File: src/rtl/tblink_rpc_invoke_responder.sv
// ---------------------------------------------------------------------------
// tblink_rpc_invoke_responder
//
// HDL-side responder for TbLink RPC method invocation. It accepts one
// invoke-request message as a 32-bit word stream and buffers the parameters.
// It then presents the call to local BFM logic and waits for a completion
// pulse. Finally it returns a two-word response tagged with the original
// call_id. Only one call is in flight at a time.
//
// Request header : [31:24] method_id, [23:16] nparams, [15:0] call_id
// Response word 0: [31:24] status,    [23:16] method_id, [15:0] call_id
// Response word 1: return value (0 whenever status != 0), rsp_last=1
// Status codes   : 0 OK, 1 short msg, 2 long msg, 3 too many params, 4 timeout
//
// Optional feature macro: TBLINK_RPC_RSP_TIMEOUT_EN
//   When defined, a completion watchdog ends S_WAIT after TIMEOUT_CYCLES
//   cycles and returns status 4. When undefined, S_WAIT waits indefinitely.
//
// Ports
//   clock, reset               : rising-edge clock, async active-high reset
//   req_dat/valid/last/ready   : request word stream in
//   inv_valid/ready            : call presentation handshake to BFM logic
//   inv_method/nparams/params  : call contents; param word i at [32i+31:32i]
//   done_valid, done_retval    : single-cycle completion pulse + return value
//   rsp_dat/valid/last/ready   : response word stream out
//   busy                       : high whenever not idle in S_HDR
// ---------------------------------------------------------------------------
module tblink_rpc_invoke_responder #(
  parameter int MAX_PARAMS     = 4,
  parameter int TIMEOUT_CYCLES = 1024
) (
  input  logic                     clock,
  input  logic                     reset,
  input  logic [31:0]              req_dat,
  input  logic                     req_valid,
  input  logic                     req_last,
  output logic                     req_ready,
  output logic                     inv_valid,
  input  logic                     inv_ready,
  output logic [7:0]               inv_method,
  output logic [7:0]               inv_nparams,
  output logic [MAX_PARAMS*32-1:0] inv_params,
  input  logic                     done_valid,
  input  logic [31:0]              done_retval,
  output logic [31:0]              rsp_dat,
  output logic                     rsp_valid,
  output logic                     rsp_last,
  input  logic                     rsp_ready,
  output logic                     busy
);

  localparam logic [2:0] S_HDR    = 3'd0;
  localparam logic [2:0] S_PARAM  = 3'd1;
  localparam logic [2:0] S_DRAIN  = 3'd2;
  localparam logic [2:0] S_INVOKE = 3'd3;
  localparam logic [2:0] S_WAIT   = 3'd4;
  localparam logic [2:0] S_RSP0   = 3'd5;
  localparam logic [2:0] S_RSP1   = 3'd6;

  localparam logic [7:0] MAX_P8 = 8'(MAX_PARAMS);

  localparam logic [7:0] ST_OK    = 8'd0;
  localparam logic [7:0] ST_SHORT = 8'd1;
  localparam logic [7:0] ST_LONG  = 8'd2;
  localparam logic [7:0] ST_OVFL  = 8'd3;
`ifdef TBLINK_RPC_RSP_TIMEOUT_EN
  localparam logic [7:0]  ST_TMO  = 8'd4;
  localparam logic [31:0] TO_LAST = 32'(TIMEOUT_CYCLES - 1);
`endif

  logic [2:0]  r_state;
  logic [7:0]  r_method;
  logic [7:0]  r_nparams;
  logic [15:0] r_call_id;
  logic [7:0]  r_idx;
  logic [7:0]  r_status;
  logic [31:0] r_retval;
  logic [31:0] r_params [MAX_PARAMS];
`ifdef TBLINK_RPC_RSP_TIMEOUT_EN
  logic [31:0] r_wait_cnt;
`endif

  logic       w_req_hs;
  logic [7:0] w_hdr_np;

  // Ready is gated by reset so nothing is consumed while reset is held.
  assign req_ready = ~reset & ((r_state == S_HDR) | (r_state == S_PARAM) |
                               (r_state == S_DRAIN));
  assign w_req_hs  = req_valid & req_ready;
  assign w_hdr_np  = req_dat[23:16];

  assign inv_valid   = (r_state == S_INVOKE);
  assign inv_method  = r_method;
  assign inv_nparams = r_nparams;
  assign rsp_valid   = (r_state == S_RSP0) | (r_state == S_RSP1);
  assign rsp_last    = (r_state == S_RSP1);
  assign busy        = (r_state != S_HDR);

  always_comb begin
    inv_params = '0;
    for (int i = 0; i < MAX_PARAMS; i++) begin
      inv_params[32*i +: 32] = r_params[i];
    end
  end

  always_comb begin
    rsp_dat = '0;
    if (r_state == S_RSP0) begin
      rsp_dat = {r_status, r_method, r_call_id};
    end else if (r_state == S_RSP1) begin
      rsp_dat = (r_status == ST_OK) ? r_retval : '0;
    end
  end

  always_ff @(posedge clock or posedge reset) begin
    if (reset) begin
      r_state   <= S_HDR;
      r_method  <= '0;
      r_nparams <= '0;
      r_call_id <= '0;
      r_idx     <= '0;
      r_status  <= '0;
      r_retval  <= '0;
      for (int i = 0; i < MAX_PARAMS; i++) begin
        r_params[i] <= '0;
      end
`ifdef TBLINK_RPC_RSP_TIMEOUT_EN
      r_wait_cnt <= '0;
`endif
    end else begin
      case (r_state)
        S_HDR: begin
          if (w_req_hs) begin
            r_method  <= req_dat[31:24];
            r_nparams <= w_hdr_np;
            r_call_id <= req_dat[15:0];
            r_idx     <= '0;
            r_status  <= ST_OK;
            r_retval  <= '0;
            for (int i = 0; i < MAX_PARAMS; i++) begin
              r_params[i] <= '0;
            end
            if (w_hdr_np > MAX_P8) begin
              r_status <= ST_OVFL;
              r_state  <= req_last ? S_RSP0 : S_DRAIN;
            end else if (w_hdr_np == 8'd0) begin
              if (req_last) begin
                r_state <= S_INVOKE;
              end else begin
                r_status <= ST_LONG;
                r_state  <= S_DRAIN;
              end
            end else begin
              r_state <= S_PARAM;
            end
          end
        end

        S_PARAM: begin
          if (w_req_hs) begin
            // r_idx < r_nparams <= MAX_PARAMS here, so the slot always exists.
            for (int i = 0; i < MAX_PARAMS; i++) begin
              if (r_idx == 8'(i)) begin
                r_params[i] <= req_dat;
              end
            end
            r_idx <= r_idx + 8'd1;
            if (r_idx == r_nparams - 8'd1) begin
              if (req_last) begin
                r_state <= S_INVOKE;
              end else begin
                r_status <= ST_LONG;
                r_state  <= S_DRAIN;
              end
            end else if (req_last) begin
              r_status <= ST_SHORT;
              r_state  <= S_RSP0;
            end
          end
        end

        S_DRAIN: begin
          if (w_req_hs && req_last) begin
            r_state <= S_RSP0;
          end
        end

        S_INVOKE: begin
          if (inv_ready) begin
            r_state <= S_WAIT;
`ifdef TBLINK_RPC_RSP_TIMEOUT_EN
            r_wait_cnt <= '0;
`endif
          end
        end

        S_WAIT: begin
          // A completion in the same cycle as the watchdog limit wins.
          if (done_valid) begin
            r_retval <= done_retval;
            r_state  <= S_RSP0;
          end
`ifdef TBLINK_RPC_RSP_TIMEOUT_EN
          else if (r_wait_cnt == TO_LAST) begin
            r_status <= ST_TMO;
            r_retval <= '0;
            r_state  <= S_RSP0;
          end else begin
            r_wait_cnt <= r_wait_cnt + 32'd1;
          end
`endif
        end

        S_RSP0: begin
          if (rsp_ready) begin
            r_state <= S_RSP1;
          end
        end

        S_RSP1: begin
          if (rsp_ready) begin
            r_state <= S_HDR;
          end
        end

        default: begin
          r_state <= S_HDR;
        end
      endcase
    end
  end

endmodule

File: config.mk
export PLATFORM = sky130hd
export DESIGN_NAME = tblink_rpc_invoke_responder
export DESIGN_NICKNAME = d
export VERILOG_FILES = /design/src/rtl/tblink_rpc_invoke_responder.sv
export SDC_FILE = /design/constraint.sdc
export NUM_CORES = 1
export LEC_CHECK = 0
export ABC_AREA = 1
export CAP_MARGIN = 0
export CORE_MARGIN = 1
export CORE_UTILIZATION = 45
export CTS_BUF_LIST = sky130_fd_sc_hd__clkbuf_8
export CTS_CLUSTER_DIAMETER = 100
export DETAILED_ROUTE_END_ITERATION = 7
export PLACE_DENSITY = 0.82
export SYNTH_ARGS = -nofsm -noshare
export SYNTH_HDL_FRONTEND = slang
export SYNTH_SLANG_ARGS = --single-unit
export TNS_END_PERCENT = 50
File: constraint.sdc
create_clock -name clock -period 19.3 [get_ports clock]
set_clock_uncertainty 0.15 [all_clocks]
set_input_delay 5.79 -clock clock [delete_from_list [all_inputs] [get_ports clock]]
set_output_delay 5.79 -clock clock [all_outputs]
set_load 0.01 [all_outputs]
==> impl_metrics.tcl <==
set metrics [dict create \
    drv_slew 0 \
    dr.pass1.iters 5 \
    cts.htree.levels 2 \
    hold_class "register to register" \
    grt_use_met1_pct 30.28 \
    layout_setup_ws_ps 5853 \
    synth_seq_cells 205 \
    met3_usage_pct 4.755 \
    synth_common_cells "205 x dfrtp_1, 108 x inv_1, 107 x nand2_1" \
    cpMostUsedCell "clkdlybuf4s50_1" \
    fin_cells 1413 \
    cts_buffers 37 \
    synth.most_common_cell "dfrtp_1" \
    ys.flop_type "dfrtp_1" \
    clk_pin_slew_worst_paths_ps 60 \
    io_pins 252 \
    fillCellCount 1693 \
    antenna_found_initial 0 \
    tns_ps 0 \
    hold_end "r_status[0]" \
    clk_latency_ps 510 \
    start_util_pct 45.78 \
    finalHoldViolCount 0 \
    tightestPinTransition_ps 1125 \
    rrSetupSlack_ps 15640 \
    seq_area_mm2 0.005130 \
    syn2layout_area_growth_pct 34.56 \
    synth.area.top_cells "dfrtp_1 53%, mux2_4 14%, mux2_2 4.4%" \
    slew_headroom_pct 24.94 \
    setup_viol 0 \
    synthCells 858 \
    use_met2_pct 38.92 \
    rr_startpoint "r_state[1]" \
    cts_tree "built" \
    whs_ps 334.5 \
    path_cells "clkdlybuf4s50_1 > inv_8 > nand2_2 > inv_1 > clkdlybuf4s50_1" \
    cp_slowest_cell "clkdlybuf4s50_1" \
    fin_util_pct 61.60 \
    synth_edf_count 0 \
    grt_pass1_wl_um 39810 \
    cts_root_buffer "clkbuf_8" \
    coreArea_mm2 0.02102 \
    cts-hold-fix-buffers 0 \
    cap_violations 0 \
    drtIter0Drc 386 \
    drive_gt1_share_pct 19.16 \
    synth_cell_types 36 \
    portBuffers 251 \
    cp.arrival_ps 7510 \
    cts_resized 0 \
    place_area_mm2 0.01220 \
    fmax_ghz 0.07436 \
    grt_pass1_vias 7228 \
    vdd_ir_drop_max_uv 65.85 \
    start_kind "input port" \
    leakagePower_nw 5.995 \
    synth_top_area_share_pct 53.30 \
    grt.busiest_layer "met2" \
    cp-end-kind "primary output" \
    wl_um 25670 \
    clk_path_buf_depth 3 \
    stdcell_area_mm2 0.01295 \
    outcome "complete, no violations" \
    async_flop_share_pct 100.0 \
    die_w_um 148.2 \
    grt_overflow 0 \
    place_congestion 0.8431 \
    viasPerCell 5.054 \
    slowest_delay_ps 530 \
    n_antenna_cell 0 \
    dp_hpwl_um 17800 \
    rr_endpoint "inv_params[70]" \
    yosysWarnings 0 \
    syn_avg_cell_area_um2 11.22 \
    grt_max_degree 74 \
    clkSinkCount 205 \
    grt_util_all_layers_pct 23.24 \
    die-height_um 148.2 \
    min_from "r_status[0]" \
    post-cts-setup-buffers 0 \
    critPathMaxFanout 73 \
    p_per_area_mw_per_mm2 141.4 \
    row_count 53 \
    hold_depth 2 \
    finalPower_mw 1.831 \
    cp.required_ps 13360 \
    dieArea_mm2 0.02198 \
    path_class "input port to primary output" \
    post-place-cells 1350 \
    fin_nets 1190 \
    rr_worst_depth 7 \
    synthesis.nets 934 \
    period_needed_ps 13450 \
    multi_input_area_mm2 0.003714 \
    synth_area_mm2 0.009624 \
    drt-wirelength-per-cell_um 18.16 \
    synth_top_cell_by_area "dfrtp_1" \
    period_share_pct 69.68 \
    place_ws_ps 5799 \
    synth-seq-area-share_pct 53.30 \
    ant_nets 0 \
    vias 7141 \
    drc 0 \
    rsz0062_at_grt "false" \
]
state kept, by name (all words and copies together), names as in the netlist:
signal and cells:
r_state 3, r_retval 32, inv_nparams 8, inv_method 8
r_status 2, r_idx 8, r_call_id 16, inv_params 128
how the worst max path moves through the flow:
stage | start | endpoint | slack [ps] | cells past startpoint
4_1_cts | reset | req_ready | 5800 | 5
3_3_place_gp | reset | req_ready | 5840 | 5
3_5_place_dp | reset | req_ready | 5800 | 5
2_1_floorplan | reset | req_ready | 2570 | 3
5_1_grt | reset | req_ready | 5710 | 5
6_report | reset | req_ready | 5850 | 5
final cells by class:
class                      instances  share of cell area (%)
clock buffer                      47                   4.995
clock inverter                    16                  0.8019
inverter                         113                   3.333
multi-input combinational        497                   28.68
sequential                       205                   39.61
tap                              275                   2.657
timing repair buffer             260                   19.92
report_power, final:
part / internal (mW) / switching, mW / total [mW] / leakage [nW]
clock network: 0.232 / 0.178 / 0.410 / 0.409
registers: 0.569 / 0.0892 / 0.659 / 2.74
logic: 0.380 / 0.383 / 0.763 / 2.84
critical path: cells and delay by family:
family / cells / cell delay, ps
buf+inv: 4 / 1510
simple gates: 1 / 180
cell usage in the layout, fill, tap and decap left out, drive strengths merged:
master / Yosys / final
clkdlybuf4s50: 0 / 251
dfrtp: 205 / 205
mux2: 128 / 128
inv: 113 / 120
nand2: 112 / 112
o21ai: 73 / 73
nand3: 58 / 58
nor2: 55 / 55
clkbuf: 19 / 47
nor3: 15 / 15
o32ai: 14 / 14
o31ai: 12 / 12
a21oi: 11 / 11
buf: 24 / 9
xor2: 5 / 5
ha: 5 / 5
clkinv: 0 / 5
nand4: 4 / 4
clkinvlp: 0 / 3
xnor2: 2 / 2
nand3b: 1 / 1
o22a: 1 / 1
o211ai: 1 / 1
bufinv: 0 / 1
routing by layer:
layer  routed length [um]  vias to the layer above
met1                10980                     3519
li1                     -                     3349
met3                 1750                       40
met5                    0                        -
met2                12390                      233
met4                  542                        0
logic make-up (layout without fill, tap and decap cells):
logic type               after synthesis  count (layout)  synth area share, %
adder cells (fa/ha/maj)                5               5               0.6500
flip-flops                           205             205                53.30
XOR/XNOR                               7               7               0.6370
AO/OA/AOI/OAI                        112             112                7.332
AND/OR/NAND/NOR                      245             245                11.39
multiplexers                         128             128                18.49
buffers and inverters                156             436                8.203
Power figures use the tool's default switching activity.
